--- config.mk ---
export PLATFORM = sky130hd
export DESIGN_NAME = clk_div_multi
export DESIGN_NICKNAME = d
export VERILOG_FILES = /design/src/rtl/clk_div_multi_pkg.sv /design/src/rtl/clk_div_chan.sv /design/src/rtl/clk_div_multi.sv
export SDC_FILE = /design/constraint.sdc
export NUM_CORES = 1
export LEC_CHECK = 0
export CORE_UTILIZATION = 65
export DETAILED_ROUTE_END_ITERATION = 12
export PLACE_DENSITY = 0.92
export SLEW_MARGIN = 20
export SYNTH_ARGS = -nofsm -noshare
export SYNTH_HDL_FRONTEND = slang
export SYNTH_SLANG_ARGS = --single-unit
export TNS_END_PERCENT = 1
--- constraint.sdc ---
create_clock -name clk_in -period 10.85 [get_ports clk_in]
set_input_delay 2.17 -clock clk_in [delete_from_list [all_inputs] [get_ports clk_in]]
set_output_delay 2.17 -clock clk_in [all_outputs]
set_load 0.05 [all_outputs]
--- src/rtl/clk_div_multi_pkg.sv ---
// rtl/clk_div_multi_pkg.sv - shared defaults and helpers for the multi-channel clock divider
//
// Purpose : default channel count, counter width and reset divide value,
//           plus the width function used for the channel-select port.
// Ports   : none (package).

package clk_div_multi_pkg;

  localparam int NUM_CH_DEF      = 4;
  localparam int CNT_W_DEF       = 16;
  localparam int DEFAULT_DIV_DEF = 50000;

  // Width of a channel index; a single-channel build still gets a 1-bit select.
  function automatic int ch_idx_w(input int n);
    return (n > 1) ? $clog2(n) : 1;
  endfunction

endpackage

--- src/rtl/clk_div_chan.sv ---
// rtl/clk_div_chan.sv - one programmable divider channel
//
// Purpose : divides clk_in by 2*(active_div+1), producing a 50% duty clock
//           and a one-cycle tick on every toggle. A new divide value is
//           staged in pending_div and only adopted at a terminal count, so
//           the output never sees a shortened or stretched half-period.
// Ports   : clk_in      system clock, rising edge
//           reset       asynchronous, active-high
//           sync        (CLK_DIV_MULTI_PHASE_ALIGN_EN only) phase-align restart
//           en          run enable; low freezes cnt/clk_out/active_div
//           wr_en       write strobe, already decoded for this channel
//           wr_div      new divide value for pending_div
//           clk_out     divided clock
//           tick        one-cycle pulse coincident with each clk_out change
// Macro   : CLK_DIV_MULTI_PHASE_ALIGN_EN adds the sync input.

module clk_div_chan
  import clk_div_multi_pkg::*;
#(
  parameter int CNT_W       = CNT_W_DEF,
  parameter int DEFAULT_DIV = DEFAULT_DIV_DEF
) (
  input  logic             clk_in,
  input  logic             reset,
`ifdef CLK_DIV_MULTI_PHASE_ALIGN_EN
  input  logic             sync,
`endif
  input  logic             en,
  input  logic             wr_en,
  input  logic [CNT_W-1:0] wr_div,
  output logic             clk_out,
  output logic             tick
);

  localparam logic [CNT_W-1:0] DIV_RST = CNT_W'(DEFAULT_DIV);

  logic [CNT_W-1:0] cnt;
  logic [CNT_W-1:0] active_div;
  logic [CNT_W-1:0] pending_div;
  logic             terminal;
  logic             align;

  // cnt is only ever reloaded to 0 and never passes active_div, so equality
  // is a complete terminal test.
  assign terminal = (cnt == active_div);

`ifdef CLK_DIV_MULTI_PHASE_ALIGN_EN
  assign align = sync;
`else
  assign align = 1'b0;
`endif

  // Staging register: writable regardless of en, never disturbs the count.
  always_ff @(posedge clk_in or posedge reset) begin
    if (reset) begin
      pending_div <= DIV_RST;
    end else if (wr_en) begin
      pending_div <= wr_div;
    end
  end

  // Reloads read the pre-write pending_div, so a write landing on a terminal
  // cycle takes effect only at the following terminal.
  always_ff @(posedge clk_in or posedge reset) begin
    if (reset) begin
      cnt        <= '0;
      clk_out    <= 1'b0;
      tick       <= 1'b0;
      active_div <= DIV_RST;
    end else if (align) begin
      cnt        <= '0;
      clk_out    <= 1'b0;
      tick       <= 1'b0;
      active_div <= pending_div;
    end else if (en) begin
      if (terminal) begin
        cnt        <= '0;
        clk_out    <= ~clk_out;
        tick       <= 1'b1;
        active_div <= pending_div;
      end else begin
        cnt  <= cnt + 1'b1;
        tick <= 1'b0;
      end
    end else begin
      tick <= 1'b0;
    end
  end

endmodule

--- src/rtl/clk_div_multi.sv ---
// rtl/clk_div_multi.sv - multi-channel programmable clock divider (top)
//
// Purpose : NUM_CH independent divider channels sharing one write port.
// Ports   : clk_in   system clock, rising edge
//           reset    asynchronous, active-high
//           sync     (CLK_DIV_MULTI_PHASE_ALIGN_EN only) restart all channels in phase
//           en       per-channel run enable
//           wr_en    divide-value write strobe
//           wr_ch    channel addressed by the write
//           wr_div   new divide value
//           clk_out  divided clocks, 50% duty
//           tick     one-cycle pulse on every clk_out toggle
// Macro   : CLK_DIV_MULTI_PHASE_ALIGN_EN adds the sync input.

module clk_div_multi
  import clk_div_multi_pkg::*;
#(
  parameter int NUM_CH      = NUM_CH_DEF,
  parameter int CNT_W       = CNT_W_DEF,
  parameter int DEFAULT_DIV = DEFAULT_DIV_DEF,
  parameter int CH_W        = ch_idx_w(NUM_CH)
) (
  input  logic              clk_in,
  input  logic              reset,
`ifdef CLK_DIV_MULTI_PHASE_ALIGN_EN
  input  logic              sync,
`endif
  input  logic [NUM_CH-1:0] en,
  input  logic              wr_en,
  input  logic [CH_W-1:0]   wr_ch,
  input  logic [CNT_W-1:0]  wr_div,
  output logic [NUM_CH-1:0] clk_out,
  output logic [NUM_CH-1:0] tick
);

  for (genvar c = 0; c < NUM_CH; c++) begin : g_ch
    // Exact index match: an out-of-range wr_ch selects no channel.
    logic ch_wr;
    assign ch_wr = wr_en && (wr_ch == CH_W'(c));

    clk_div_chan #(
      .CNT_W       (CNT_W),
      .DEFAULT_DIV (DEFAULT_DIV)
    ) u_chan (
      .clk_in  (clk_in),
      .reset   (reset),
`ifdef CLK_DIV_MULTI_PHASE_ALIGN_EN
      .sync    (sync),
`endif
      .en      (en[c]),
      .wr_en   (ch_wr),
      .wr_div  (wr_div),
      .clk_out (clk_out[c]),
      .tick    (tick[c])
    );
  end

endmodule
==> impl_summary.txt, run 1 <==
----------------------------------------------------
[Clock tree]
  Register clock-pin slew on the reported worst setup and hold paths ... about 0.070 ns
  Maximum level of the CTS H-tree ... 4
  Count of buffers added by post-CTS timing repair for setup ... 0
  Clk_lat worst skew ... 0.44 ns
  Cells resized by post-CTS repair ... 0
  Largest buffer count on any clock path ... 2
  Root Driver ... clkbuf_16
  # hold bufs at CTS ... 0
  CTS tree ... done
  CTS sink cnt ... 200
  Number of clock buffers inserted by TritonCTS ... 17

[Layout]
  Util after Layout ... around 74%
  Total of fill cells in the finished design ... 802
  Commonest cells after routing, fill and taps aside ... dfrtp_1, mux2_2, xnor2_1
  Signed area change from the synthesized netlist to the final layout ... 10.52%
  Nets ... between 700 and 800
  Antenna diode count ... 0
  Most common cell after layout, fill and taps aside ... dfrtp_1
  Fraction of final layout cells sized beyond drive strength 1 ... slightly below 30%
  Design Area, Final ... 9888 µm²

[Hold path]
  Tightest Hold Check Type ... reg -> reg

[Place]
  Placement Cell Area ... 9303 µm²
  RePlAce Congestion ... between 0.8 and 0.9
  Count of buffers inserted at the top-level ports ... 32
  HPWL after detailed placement ... between 10 and 15 mm

[Power and ir drop]
  Fraction of power consumed by combinational cells ... between 20% and 30%
  Total power ... 0.002175 W
  Switching power ... roughly 0.00064 W
  Register share of total power ... 50.4%
  Power per unit of standard cell area ... 220.0 nW/µm²
  Maximum resistive drop on vdd ... approximately 0.18 mV
  Static leakage ... between 4 and 5 nW
  Cell internal power dissipation ... ~0.0015 W
  Fraction of power consumed by the clock network ... between 20% and 30%
  Net switching share of the total power ... between 20 and 30%

[GRT]
  Vias in the first global route ... between 5000 and 6000
  Met2 layer usage reported by global route ... a little under half
  Grt met1 use ... 35.14%
  Global-route wire length before repair ... just under 30 mm
  Total routing usage reported by global routing ... between 20% and 30%
  Met3 capacity usage during global routing ... about 5.6%
  Total global routing overflow ... 0
  Global routing's busiest layer ... met2
  Antenna violations before repair ... 0
  Largest net degree at the start of global routing ... 120

[Critical path]
  Worst setup path category ... in -> reg
  Crit Reg-Reg Startpoint ... g_ch[3].u_chan.cnt[9]
  Launch point of the worst path ... en[1]
  Register-to-register path setup slack ... between 8 and 9 ns
  Required time at the worst-slack endpoint ... between 10 and 15 ns
  Setup crit end kind ... flop
  Data arrival time of the critical path ... roughly 4.3 ns
  Cell depth of the worst flop-to-flop path ... 6
  CP Capture Point ... g_ch[1].u_chan.cnt[15]
  Maximum fanout along the worst path ... 9
  Worst r2r dst ... g_ch[3].u_chan.active_div[1]
  Startpoint type of the worst setup path ... primary input

[Floorplan]
  Ports placed on the boundary ... 33
  Die boundary height ... 119.3 µm
  X dimension of the die ... roughly 120 µm
  Area of the core ... roughly 13000 µm²
  Row count ... between 40 and 50
  Die area ... approximately 14000 µm²
  Starting utilization of the core area ... about two thirds

[Timing]
  Final worst path period share ... a little over a third
  Final Hold Violating Endpoints ... 0
  Count of final setup violators ... 0
  Clock Skew ... 0.009432 ns
  Worst hold slack after final layout ... ~0.47 ns
  Highest clock frequency the design can meet ... 253.6 MHz
  Slew @ Worst Pin ... between 0.9 and 1 ns
  Final-report max-slew violation count ... 0
  Max_slew headroom ... roughly 36%
  RSZ-0062 raised after global routing ... no
  Setup tns final ... 0 ns
  Final Critical Period ... 3.943 ns

[Yosys]
  Seq/Total Area, Yosys ... 56.61%
  Synthesis-stage register bit count ... 200
  Share of the synthesized area in the top cell type ... between 40% and 50%
  Number of library cell types mapped by synthesis ... 38
  Biggest area contributors in the synthesized netlist ... dfrtp_1, mux2_2, dfstp_2, xnor2_1, xor2_1
  Most common flop cell mapped by yosys ... dfrtp_1
  Mapped cell area ... 8947 µm²
  Synthesized area per cell ... 12.76 µm²
  Synthesized instance count ... roughly 700
  Share of flip-flops with an asynchronous set or reset ... 100.0%
  Count of synthesis-stage warnings from yosys ... 0
  Dominant cell type by area after synthesis ... dfrtp_1
  Mapped Nets ... between 700 and 800
  Number of enable flip-flop cells after synthesis ... 0

[Route]
  Post-detailed-route via-to-cell ratio ... between 5 and 6
  Mean routed wirelength per cell ... 19.36 µm
  Antenna Nets Post-Route ... 0
  DRC errors left ... 0
  Routed via count ... 5378
  First DRT Iteration DRCs ... 430
  Drt first pass iters ... 5
  Sum of routed wire length over all layers ... between 15 and 20 mm

[Flow run]
  Max-Cap Viols ... 0

[Status]
  Outcome ... finished, final reports clean

----------------------------------------------------
per-layer routing:
metal | part of all wire (%) | routed length (µm) | vias to the layer above
met3 | 4.6 | 813 | 35
li1 | - | - | 2417
met1 | 41 | 7334 | 2783
met4 | 2.3 | 398 | 0
met2 | 52 | 9132 | 143
met5 | 0 | 0 | -
cells in the mapped netlist, types with 2 or more instances:
library cell    n
and3_1          7
o22ai_1         3
clkbuf_2        4
inv_1          19
a21o_1          3
or3b_2          3
mux2_1          2
clkbuf_1        5
xnor2_1        86
mux2_2        125
nor2_1         73
buf_6           4
o21ai_0         6
nor3_1          7
nand2_1        27
xor2_1         36
dfrtp_1       152
nand3_1        16
nor4_4          3
nor4_1          9
ha_1            4
dfstp_2        48
nand3b_1        2
or4_1           2
nand4_1        27
nand2_4         2
buf_2           4
buf_4          12
worst min-delay path by stage:
stage                      startpoint                      to  slack [ns]  cells past startpoint
6_report       g_ch[0].u_chan.clk_out  g_ch[0].u_chan.clk_out        0.47                      1
5_1_grt        g_ch[0].u_chan.clk_out  g_ch[0].u_chan.clk_out        0.49                      1
4_1_cts        g_ch[2].u_chan.clk_out  g_ch[2].u_chan.clk_out        0.47                      1
3_5_place_dp   g_ch[1].u_chan.clk_out  g_ch[1].u_chan.clk_out        0.46                      1
3_3_place_gp   g_ch[1].u_chan.clk_out  g_ch[1].u_chan.clk_out        0.46                      1
2_1_floorplan  g_ch[2].u_chan.clk_out  g_ch[2].u_chan.clk_out        0.44                      1
cell families (layout without fill, tap and decap cells):
| group | Yosys count | count (layout) | share of synthesized area, % |
|---|---|---|---|
| and+or+nand+nor | 183 | 183 | 10.57 |
| buffers and inverters | 51 | 87 | 3.258 |
| adders and majority gates | 4 | 4 | 0.5594 |
| DFF | 200 | 200 | 56.61 |
| AOI/OAI and AO/OA | 12 | 12 | 0.7971 |
| muxes | 129 | 129 | 16.26 |
| xor gates and xnor gates | 122 | 122 | 11.94 |
metrics by stage:
stage               setup WS [ns]  instances
global placement            6.592        881
detailed placement          6.546        881
finish                      6.907        913
floorplan                   3.305        701
CTS                         6.925        913
global route                6.741        913
layout make-up:
cell class / instances / area [µm²] / share of cell area, %
inverter: 21 / 91.34 / 0.9237
clock inverter: 8 / 97.59 / 0.9870
timing repair buffer: 34 / 335.3 / 3.391
tap: 176 / 220.2 / 2.227
multi-input combinational: 450 / 3597 / 36.38
clock buffer: 24 / 481.7 / 4.872
sequential: 200 / 5065 / 51.22
sequential cells by signal, summed over array words and instances, names as in the netlist:
signal and flops:
g_ch.u_chan.cnt 64, g_ch.u_chan.tick 4, g_ch.u_chan.clk_out 4, g_ch.u_chan.active_div 64, g_ch.u_chan.pending_div 64
power by group through the flow:
stage / sequential (W) / clock [W] / combinational (W)
after floorplan: 0.00105 / 0 / 0.000386
after global placement: 0.00109 / 0 / 0.000424
after detailed placement: 0.00110 / 0 / 0.000450
after CTS: 0.00109 / 0.000630 / 0.000460
after global routing: 0.00111 / 0.000658 / 0.000497
final: 0.00110 / 0.000622 / 0.000457
critical path, cell delays in order:
cell and delay [ns]:
clkdlybuf4s50_1 0.67, nand4_1 0.26, nor4_1 0.67, nand3_1 0.19, xor2_1 0.18, nor2_1 0.15
Note: power is estimated with default switching activity, not from simulation.
==> run 2: changes to the inputs <==
--- a/config.mk
+++ b/config.mk
@@ -5,9 +5,9 @@
 export SDC_FILE = /design/constraint.sdc
 export NUM_CORES = 1
 export LEC_CHECK = 0
-export CORE_UTILIZATION = 65
+export CORE_UTILIZATION = 61
 export DETAILED_ROUTE_END_ITERATION = 12
-export PLACE_DENSITY = 0.92
+export PLACE_DENSITY = 0.88
 export SLEW_MARGIN = 20
 export SYNTH_ARGS = -nofsm -noshare
 export SYNTH_HDL_FRONTEND = slang
==> constraint.sdc (replaced) <==
create_clock -name clk_in -period 4.1 [get_ports clk_in]
set_input_delay 0.82 -clock clk_in [delete_from_list [all_inputs] [get_ports clk_in]]
set_output_delay 0.82 -clock clk_in [all_outputs]
set_load 0.05 [all_outputs]
==> run 2 against run 1 <==
Against the previous run: register-to-register slack got worse by 6.9 ns; combinational power grew to 2.7 times the previous value; sequential power increased to 2.6 times the previous value; sequential cell count did not move; critical endpoint is now g_ch[2].u_chan.clk_out; cell area is 0.59% higher.
==> impl_summary.txt, run 2 (synthesized netlist as in run 1, its figures left out) <==
----------------------------------------------------
[Timing]
  Final Critical Period ... 2.702 ns
  Final worst path period share ... 65.91%
  RSZ-0062 raised after global routing ... no
  Setup tns final ... 0 ns
  Max_slew headroom ... a little under a third
  Worst hold slack after final layout ... roughly 0.47 ns
  Clock Skew ... ~0.0084 ns
  Count of final setup violators ... 0
  Highest clock frequency the design can meet ... approximately 370 MHz
  Slew @ Worst Pin ... just over 1 ns
  Final-report max-slew violation count ... 0
  Final Hold Violating Endpoints ... 0

[Route]
  Sum of routed wire length over all layers ... between 15 and 20 mm
  Routed via count ... 5342
  DRC errors left ... 0
  Drt first pass iters ... 5
  Mean routed wirelength per cell ... about 19 µm
  Post-detailed-route via-to-cell ratio ... ~5.8
  Antenna Nets Post-Route ... 0
  First DRT Iteration DRCs ... approximately 360

[GRT]
  Total routing usage reported by global routing ... 25.28%
  Vias in the first global route ... between 5000 and 6000
  Total global routing overflow ... 0
  Global-route wire length before repair ... between 20 and 30 mm
  Largest net degree at the start of global routing ... 116
  Antenna violations before repair ... 0

[Clock tree]
  CTS sink cnt ... 200
  Cells resized by post-CTS repair ... 0
  Largest buffer count on any clock path ... 2
  Count of buffers added by post-CTS timing repair for setup ... 0
  Maximum level of the CTS H-tree ... 4
  CTS tree ... done
  Register clock-pin slew on the reported worst setup and hold paths ... about 0.070 ns
  Root Driver ... clkbuf_16
  Number of clock buffers inserted by TritonCTS ... 17
  # hold bufs at CTS ... 0
  Clk_lat worst skew ... between 0.4 and 0.5 ns

[Critical path]
  Slowest stage cell on the critical path ... nor4_4
  Worst setup path category ... in -> reg
  Cell depth of the worst setup path ... 5
  CP bufs+invs ... 2
  Required time at the worst-slack endpoint ... roughly 4.5 ns
  Cell Chain, Critical Path ... clkdlybuf4s50_1, nand2_1, nor4_4, buf_4, xor2_1
  Data arrival time of the critical path ... slightly above 3 ns
  Cell type group with the largest total delay on the critical path ... simple AND/OR/NAND/NOR gates
  Setup crit end kind ... flop
  Startpoint type of the worst setup path ... primary input
  Maximum fanout along the worst path ... 17
  Longest individual stage delay on the worst path ... about 0.94 ns
  Cell depth of the worst flop-to-flop path ... 6

[Hold path]
  Tightest Hold Check Type ... reg -> reg
  Cell count of the worst hold path ... 1

[Layout]
  Nets ... ~760
  Signed area change from the synthesized netlist to the final layout ... 11.17%
  Antenna diode count ... 0
  Top flop regs ... g_ch.u_chan.active_div: 64 flops, g_ch.u_chan.cnt: 64 flops, g_ch.u_chan.pending_div: 64 flops
  Fraction of final layout cells sized beyond drive strength 1 ... a little under a third
  Commonest cells after routing, fill and taps aside ... dfrtp_1, mux2_2, xnor2_1
  Most common cell after layout, fill and taps aside ... dfrtp_1

[Power and ir drop]
  Static leakage ... roughly 4.3 nW
  Maximum resistive drop on vdd ... ~0.37 mV
  Power per unit of standard cell area ... roughly 590 nW/µm²

[Floorplan]
  Row count ... between 40 and 50
  Die boundary height ... 123.1 µm
  Ports placed on the boundary ... 33
  Die area ... between 15000 and 20000 µm²
  Starting utilization of the core area ... between 60% and 70%
  X dimension of the die ... roughly 120 µm
  Area of the core ... approximately 14000 µm²

[Place]
  Count of buffers inserted at the top-level ports ... 32
  RePlAce Congestion ... ~0.86
  HPWL after detailed placement ... 11.62 mm

[Flow run]
  Max-Cap Viols ... 0

[Status]
  Outcome ... finished, final reports clean

----------------------------------------------------
==> run 2: changes by cell type in the layout (fill, tap and decap cells not counted), sizes merged <==
cell      before  now
clkbuf        24   21
clkinv         3    4
bufinv         2    3
buf            2    5
inv           21   20
clkinvlp       3    5
==> run 2: worst paths after layout <==
kind / startpoint / to / slack [ns]
worst max-delay path: en[2] / g_ch[2].u_chan.clk_out / 1.40
worst min-delay path: g_ch[1].u_chan.clk_out / g_ch[1].u_chan.clk_out / 0.47
worst max register to register: g_ch[2].u_chan.cnt[8] / g_ch[2].u_chan.clk_out / 1.46
worst min register to register: g_ch[1].u_chan.clk_out / g_ch[1].u_chan.clk_out / 0.47
max in group asynchronous: reset / g_ch[0].u_chan.cnt[10] / 2.27
min in group asynchronous: reset / g_ch[1].u_chan.pending_div[0] / 0.85
==> run 2: metrics by stage <==
stage               utilization (%)  cell area, µm²  total power, W  setup slack [ns]  cells
floorplan                         -            8951        0.003792            0.7309    701
global placement              66.25            9339        0.004012             1.118    888
detailed placement            66.25            9339        0.004111             1.008    888
CTS                           70.57            9947        0.005848             1.408    920
global route                  70.57            9947        0.006091             1.213    920
finish                        70.57            9947        0.005832             1.398    920
==> run 2: area by class of cell <==
type / instances / area [µm²]
Sequential cell: 200 / 5065
Fill cell: 915 / 4149
Multi-Input combinational cell: 450 / 3591
Clock buffer: 21 / 460.4
Timing Repair Buffer: 37 / 370.4
Tap cell: 180 / 225.2
Clock inverter: 11 / 147.6
Inverter: 21 / 87.58
==> run 2: metal layers <==
metal | vias to the layer above | part of all wire (%) | global-route usage (%)
met1 | 2771 | 44 | 33.15
met3 | 22 | 4.0 | 5.304
met5 | - | 0 | 0
li1 | 2417 | - | -
met4 | 0 | 1.6 | 7.530
met2 | 132 | 51 | 42.56
==> run 2: power breakdown <==
group | total, W | switching [W] | leakage (nW) | internal [W]
Combinational | 0.00122 | 0.000577 | 1.52 | 0.000638
Clock | 0.00172 | 0.000726 | 0.285 | 0.000993
Sequential | 0.00290 | 0.000409 | 2.47 | 0.00249
Total | 0.00583 | 0.00171 | 4.27 | 0.00412
